===== config.mk =====
export PLATFORM = sky130hd
export DESIGN_NAME = bp_vc_wb_buffer
export DESIGN_NICKNAME = d
export VERILOG_FILES = /design/src/rtl/bp_vc_wb_buffer.sv
export SDC_FILE = /design/constraint.sdc
export NUM_CORES = 2
export LEC_CHECK = 0
export BUFFER_PORTS_ARGS = -buffer_cell sky130_fd_sc_hd__buf_2
export CAP_MARGIN = 20
export CORE_AREA = 2 2 661 663
export CTS_CLUSTER_DIAMETER = 60
export DETAILED_ROUTE_END_ITERATION = 10
export DIE_AREA = 0 0 663 665
export PLACE_DENSITY_LB_ADDON = 0.1
export SLEW_MARGIN = 10
export SYNTH_ARGS = -nofsm -noshare
export SYNTH_HDL_FRONTEND = slang
export SYNTH_SLANG_ARGS = --single-unit

===== constraint.sdc =====
create_clock -name clk_i -period 89 [get_ports clk_i]
set_input_delay 13.35 -clock clk_i [delete_from_list [all_inputs] [get_ports clk_i]]
set_output_delay 13.35 -clock clk_i [all_outputs]
set_load 0.005 [all_outputs]

===== src/rtl/bp_vc_wb_buffer.sv =====
// Writeback buffer downstream of the victim cache: drops clean evictions, queues dirty
// lines FIFO-ordered with same-tag coalescing, drains to the UCE, and answers D$ probes.
module bp_vc_wb_buffer #(
    parameter int block_width = 512,
    parameter int tag_width   = 40,
    parameter int stat_width  = 2,
    parameter int num_entries = 4,
    localparam int cnt_width  = $clog2(num_entries + 1)
) (
    input  logic                   clk_i,
    input  logic                   reset_n_i,

    input  logic                   evict_v_i,
    input  logic [block_width-1:0] evict_data_i,
    input  logic [tag_width-1:0]   evict_tag_i,
    input  logic [stat_width-1:0]  evict_stat_i,
    output logic                   evict_ready_o,

    output logic                   wb_v_o,
    output logic [block_width-1:0] wb_data_o,
    output logic [tag_width-1:0]   wb_tag_o,
    output logic [stat_width-1:0]  wb_stat_o,
    input  logic                   wb_ready_i,

    input  logic [tag_width-1:0]   probe_tag_i,
    output logic                   probe_hit_o,
    output logic [block_width-1:0] probe_data_o,
    output logic [stat_width-1:0]  probe_stat_o,

    output logic [cnt_width-1:0]   count_o,
    output logic                   empty_o,
    output logic                   full_o
);

    localparam int ptr_width = $clog2(num_entries);
    localparam logic [ptr_width-1:0] last_ptr = ptr_width'(num_entries - 1);
    localparam logic [cnt_width-1:0] full_cnt = cnt_width'(num_entries);

    logic [num_entries-1:0] valid_q;
    logic [tag_width-1:0]   tag_q  [num_entries];
    logic [stat_width-1:0]  stat_q [num_entries];
    logic [block_width-1:0] data_q [num_entries];
    logic [ptr_width-1:0]   head_q;
    logic [ptr_width-1:0]   tail_q;
    logic [cnt_width-1:0]   count_q;

    logic                 deq;
    logic                 dirty_accept;
    logic                 coal_hit;
    logic [ptr_width-1:0] coal_idx;
    logic                 do_coal;
    logic                 do_app;
    logic                 wr_en;
    logic [ptr_width-1:0] wr_idx;

    function automatic logic [ptr_width-1:0] next_ptr(input logic [ptr_width-1:0] p);
        return (p == last_ptr) ? '0 : p + 1'b1;
    endfunction

    // Flow control looks only at the registered count, so a full buffer refuses even
    // when the head drains in the same cycle.
    assign empty_o       = (count_q == '0);
    assign full_o        = (count_q == full_cnt);
    assign count_o       = count_q;
    assign evict_ready_o = !full_o;
    assign wb_v_o        = !empty_o;

    assign deq          = wb_v_o && wb_ready_i;
    assign dirty_accept = evict_v_i && evict_ready_o && evict_stat_i[0];

    // NOTE: every always_comb output gets a default first so no path leaves it unassigned (no latch).
    always_comb begin
        coal_hit = 1'b0;
        coal_idx = '0;
        for (int i = 0; i < num_entries; i++) begin
            // The head leaving this cycle must not absorb the line, or it would be lost.
            if (valid_q[i] && (tag_q[i] == evict_tag_i) &&
                !(deq && (ptr_width'(i) == head_q))) begin
                coal_hit = 1'b1;
                coal_idx = ptr_width'(i);
            end
        end
    end

    assign do_coal = dirty_accept && coal_hit;
    assign do_app  = dirty_accept && !coal_hit;
    assign wr_en   = do_coal || do_app;
    assign wr_idx  = do_coal ? coal_idx : tail_q;

    // NOTE: sequential state uses non-blocking assignments so every register samples pre-edge values.
    always_ff @(posedge clk_i or negedge reset_n_i) begin
        if (!reset_n_i) begin
            valid_q <= '0;
            head_q  <= '0;
            tail_q  <= '0;
            count_q <= '0;
        end else begin
            if (deq) begin
                valid_q[head_q] <= 1'b0;
                head_q          <= next_ptr(head_q);
            end
            if (do_app) begin
                valid_q[tail_q] <= 1'b1;
                tail_q          <= next_ptr(tail_q);
            end
            case ({do_app, deq})
                2'b10:   count_q <= count_q + 1'b1;
                2'b01:   count_q <= count_q - 1'b1;
                default: count_q <= count_q;
            endcase
        end
    end

    // NOTE: the payload arrays are not reset; valid bits gate every use of them.
    always_ff @(posedge clk_i) begin
        if (wr_en) begin
            tag_q[wr_idx]  <= evict_tag_i;
            stat_q[wr_idx] <= evict_stat_i;
            data_q[wr_idx] <= evict_data_i;
        end
    end

    assign wb_data_o = wb_v_o ? data_q[head_q] : '0;
    assign wb_tag_o  = wb_v_o ? tag_q[head_q]  : '0;
    assign wb_stat_o = wb_v_o ? stat_q[head_q] : '0;

    // Coalescing keeps tags unique, so at most one entry can match here.
    always_comb begin
        probe_hit_o  = 1'b0;
        probe_data_o = '0;
        probe_stat_o = '0;
        for (int i = 0; i < num_entries; i++) begin
            if (valid_q[i] && (tag_q[i] == probe_tag_i)) begin
                probe_hit_o  = 1'b1;
                probe_data_o = data_q[i];
                probe_stat_o = stat_q[i];
            end
        end
    end

    count_matches_valid: assert property (@(posedge clk_i) disable iff (!reset_n_i)
        count_q == cnt_width'($countones(valid_q)));

endmodule


# --- After elaboration in Yosys (flattened, before gate mapping) ---
# Memories as Yosys holds them, arrays and structs flattened.
# Cells that the tools add are included.
word_totals:
  ramBits: 2216
  mem_count: 3
  ff_bits: 11
op_classes:
  n_eq_ne: 16
  reduce_logical: 34
  order_cmp: 4
  addsub: 4
  n_bitwise: 3
  muxes: 34
memory_table:
  columns: ["name", "depth", "width", "read_ports", "rd_clocked_by_memory_dff", "wr", "line_no", "text"]
  rows:
  - ["data_q", 4, 512, 5, 0, 1, "42", "logic [block_width-1:0] data_q [num_entries];"]
  - ["tag_q", 4, 40, 5, 0, 1, "40", "logic [tag_width-1:0] tag_q [num_entries];"]
  - ["stat_q", 4, 2, 5, 0, 1, "41", "logic [stat_width-1:0] stat_q [num_entries];"]
op_table:
  columns: ["cell", "count"]
  rows:
  - ["$mux W512", 5]
  - ["$eq A40 B40 Y1", 8]
  - ["$mux W40", 1]
  - ["$logic_and A1 B1 Y1", 23]
  - ["$mux W2", 10]
  - ["$mux W1", 13]
  - ["$mux W4", 2]
  - ["$logic_not A1 Y1", 7]
  - ["$eq A2 B2 Y1 const B", 3]
  - ["$lt A2 B3 Y1 const B", 2]
  - ["$pmux W3 S2", 1]
  - ["$add A2 B1 Y2 const B", 2]
  - ["$and A4 B4 Y4", 1]
  - ["$demux W1 S2", 2]
  - ["$eq A2 B2 Y1 const A", 2]
  - ["$ge A2 B1 Y1 const B", 2]
  - ["$not A4 Y4", 1]
  - ["$or A4 B4 Y4", 1]
  - ["$add A3 B1 Y3 const B", 1]
  - ["$eq A3 B3 Y1 const B", 1]
  - ["$logic_not A3 Y1", 1]
  - ["$sub A3 B1 Y3 const B", 1]
  - ["$eq A1 B2 Y1 const A", 1]
  - ["$eq A2 B1 Y1 const B", 1]
  - ["other kinds (3)", 3]

# --- Longest topological paths before layout ---
logic_depth:
  word_depth: 15
  mapped_depth: 17

# --- Least setup slack after synthesis ---
# OpenSTA, ideal clock, no wires.
synth_timing:
  path_kind: "input to register"
  from: "input evict_tag_i[25]"
  to: "memory data_q[1][0], enable pin"
  path_buffers: 0
  setup_time_ps: 1553
  t_arrival_ps: 38977
  path_stages: 7
  t_required_ps: 87447
  slack_ps: 48470
  cell_sequence: "xor2_1 > nor4_1 > nand4_1 > or4_1 > nand3b_1 > nand2b_1 > nor2b_1"
synth_via:
  elab_chain_cells: 12
synth_rtl:
  columns: ["item", "line_no", "text"]
  rows:
  - ["start, declared", "15", "input logic [tag_width-1:0] evict_tag_i,"]
  - ["$eq A40 B40 Y1", "77", "if (valid_q[i] && (tag_q[i] == evict_tag_i) &&"]
  - ["$logic_and A1 B1 Y1 (2 in series)", "77", null]
  - ["$mux W1 (4 in series)", "77", null]
  - ["$logic_not A1 Y1", "86", "assign do_app = dirty_accept && !coal_hit;"]
  - ["$logic_and A1 B1 Y1", "86", null]
  - ["$logic_or A1 B1 Y1", "87", "assign wr_en = do_coal || do_app;"]
  - ["$mux W1", "116", "if (wr_en) begin"]
  - ["$mux W1 (not written as such)", "119", "data_q[wr_idx] <= evict_data_i;"]
  - ["end, declared", "42", null]
# Several ways; a longest one is shown, not always the timed one.

# --- Final worst setup path ---
layout_timing:
  from: "input probe_tag_i[12]"
  to: "output probe_data_o[399]"
layout_via:
  elab_chain_cells: 6
layout_rtl:
  columns: ["item", "line_no", "text"]
  rows:
  - ["start, declared", "25", "input logic [tag_width-1:0] probe_tag_i,"]
  - ["$eq A40 B40 Y1", "133", "if (valid_q[i] && (tag_q[i] == probe_tag_i)) begin"]
  - ["$logic_and A1 B1 Y1", "133", null]
  - ["$mux W512 (3 in series)", "133", null]
  - ["$mux W512 *", "133", null]
  - ["end, declared", "27", "output logic [block_width-1:0] probe_data_o,"]
# Mark *: on every way between the ends. The rest lies on a longest branch, timed or not.

==> impl_metrics.json <==
{
  "status": "finished, final reports clean",
  "top_layer_used": "met5",
  "synth_edf_count": 2216,
  "synthArstFlopShare_pct": 0.494,
  "post_cts_resized": 0,
  "synthTopCellsByArea": "edfxtp_1, mux4_2, a221oi_2",
  "synth.most_common_cell": "edfxtp_1",
  "die_h_um": 665,
  "post_drt_wl_per_cell_um": 33.5,
  "fin_crit_ns": 34.24,
  "max_slew_margin_pct": 13.7,
  "grt_max_degree": 135,
  "crit_top_cell": "buf_4",
  "max_freq_mhz": 29.2,
  "drt_pass1_iterations": 5,
  "fin_nets": 8643,
  "critPathKind": "primary input to primary output",
  "layout_setup_ws_ns": 54.76,
  "clk_latency_ns": 0.93,
  "core_area_um2": 433000,
  "critical_path.slowest_cell": "buf_4",
  "ys_ff_latch": 2227,
  "start_kind": "primary input",
  "place_ws_ns": 54.82,
  "drv_slew": 0,
  "grt_antenna_before_repair": 258,
  "clockBufferDepth": 4,
  "cp_max_fo": 77,
  "arrival_ns": 20.89,
  "finClkSkew_ns": 0.0694,
  "wl_met3_mm": 33.7,
  "worstRegToRegCells": 13,
  "syn_to_final_growth_pct": 23.9,
  "port_buffers": 1673,
  "multiInputGateArea_um2": 34300,
  "hp-class": "register to register",
  "register_area_um2": 66800,
  "cts_sinks": 2227,
  "gp_congestion": 0.904,
  "timing.final.crit_share_pct": 38.5,
  "stdcell_area_um2": 129000,
  "die_w_um": 663,
  "synthTopCellsByCount": "edfxtp_1, and2_1, mux4_2, nand2_1, o21ai_0",
  "ir_drop_uv": 19.3,
  "dp_hpwl_mm": 316,
  "cts_max_level": 5,
  "initial_utilization_pct": 24.0,
  "crit_path_cell_trace": "buf_2, xnor2_1, nand4_1, nor4_1, and4_4, buf_4, buf_4, buf_4, buf_12, buf_4, buf_4, a221oi_2, o21ai_1, buf_2",
  "grt_pass1_vias": 71575,
  "wl_met2_mm": 230,
  "max-cap-violations": 0,
  "grt.total_usage_pct": 20.5,
  "syn_inst": 6441,
  "rsz0062_at_grt": "no",
  "reg2reg_slack_ns": 81.23,
  "viasPerCell": 4.98,
  "vias": 70130,
  "nFillCells": 43376,
  "synth.avg_cell_area_um2": 16.1,
  "final-setup-viol-count": 0,
  "power.density_nw_per_um2": 29.3,
  "final-hold-violation-count": 0,
  "syn-num-nets": 7049,
  "end_kind": "primary output",
  "postRouteAntennaNets": 0,
  "cp_slowest_stage_delay_ns": 0.89,
  "synthDistinctLibCells": 47,
  "netlist.area_leader.share_pct": 64.0,
  "worst_pin_slew_ns": 1.29,
  "die_area_um2": 441000,
  "cts_tree": "yes",
  "yosysSeqAreaShare_pct": 64.3,
  "dpl_cell_area_um2": 118000,
  "yosysWarnings": 0,
  "ioPinCount": 1674,
  "syn-cell-area_um2": 104000,
  "drt-met1-wl_mm": 184,
  "cts_setup_buffers": 0,
  "hold_depth": 1,
  "cts_hold_buf": 0,
  "synth_top_area_cell": "edfxtp_1",
  "drive_above_1_share_pct": 39.9,
  "synth_ff_type": "edfxtp_1",
  "grt_overflow": 0,
  "path_clk_slew_ns": 0.05,
  "root_buffer": "clkbuf_16",
  "setup_tns_ns": 0,
  "grt_pass1_wl_mm": 638,
  "numCtsBuffers": 317,
  "leakagePower_nw": 44.0,
  "std_cell_rows": 242,
  "drt_iter0_drc": 5363,
  "drc": 0,
  "wirelength_mm": 472,
  "critPathRequiredTime_ns": 75.65
}
-- flip-flops by register name, indices dropped and copies added, names as in the netlist --
name	flops
count_o	3
data_q	2048
head_q	2
stat_q	8
tag_q	160
tail_q	2
valid_q	4
-- cells by family after synthesis --
| logic type | count (synthesis) | share of synthesized area [%] |
|---|---|---|
| fa+ha+maj | 10 | 0.128 |
| flops | 2227 | 64.3 |
| compound gates | 1565 | 12.2 |
| mux | 557 | 12.0 |
| xor+xnor | 311 | 2.62 |
| simple gates | 1209 | 6.02 |
| buf+inv | 562 | 2.71 |
-- final timing paths --
kind	to	start
setup / recovery	probe_data_o[399]	probe_tag_i[12]
hold / removal	count_o[2]	count_o[2]
setup reg to reg	data_q[0][435]	tag_q[0][6]
hold reg to reg	count_o[2]	count_o[2]
max in group asynchronous	head_q[1]	reset_n_i
min in group asynchronous	count_o[1]	reset_n_i
-- report_power, final --
part           leakage, nW  internal, W  switching, W  total [W]
sequential            20.3      0.00129     0.0000701    0.00136
combinational         18.7     0.000469      0.000678    0.00115
clock                 5.04     0.000771      0.000498    0.00127
total                 44.0      0.00253       0.00125    0.00377
-- cells in the final DEF, fill, tap and decap left out, types with 4 or more instances in the layout --
cell and instances:
edfxtp_1 2216, bufinv_16 33, clkinv_1 53, inv_16 5, diode_2 66, clkbuf_16 328, buf_12 23, buf_2 1673
dfrtp_1 9, clkinv_4 14, inv_1 26, a221oi_2 460, mux4_2 554, clkinvlp_4 27, inv_6 11, clkbuf_1 47
ha_1 9, xor2_1 249, clkinv_8 8, or4_1 4, nor3_1 4, o21ai_1 514, nand4_1 26, xnor2_1 62
and2_1 554, nand3_1 11, nor4_1 65, a221oi_1 55, clkinv_2 43, o21ai_0 522, buf_4 115, nand2_1 526
-- stage by stage --
| stage | hold WS, ns | cells | utilization, % | power, W |
|---|---|---|---|---|
| 3_5_place_dp | 0.518 | 13450 | 27.3 | 0.00256 |
| 2_1_floorplan | 0.459 | 6441 | - | 0.00204 |
| 5_1_grt | 0.557 | 14059 | 29.7 | 0.00392 |
| 3_3_place_gp | 0.512 | 13450 | 27.3 | 0.00256 |
| 6_report | 0.533 | 14086 | 29.7 | 0.00377 |
| 4_1_cts | 0.540 | 14020 | 29.7 | 0.00384 |
-- worst max-delay path, delay by kind of cell --
kind / cells / cell delay, ns
buf+inv: 8 / 4.71
xor+xnor: 1 / 0.38
compound gates: 2 / 0.32
simple gates: 3 / 1.65
-- cell type report --
type,instances,share of cell area [%]
flip-flops and latches,2227,51.9
multi-input cells,3652,26.7
repair buffers,1811,7.53
clock buffers,375,6.51
well taps,5734,5.57
clock inverters,195,1.62
diodes,66,0.128
inverters,26,0.0758
-- layer usage --
metal,global-route usage (%),vias to the layer above
li1,-,29223
met1,24.6,36993
met2,34.5,2892
met3,5.30,922
met4,9.47,100
met5,0,-
(Power assumes the default switching activity.)
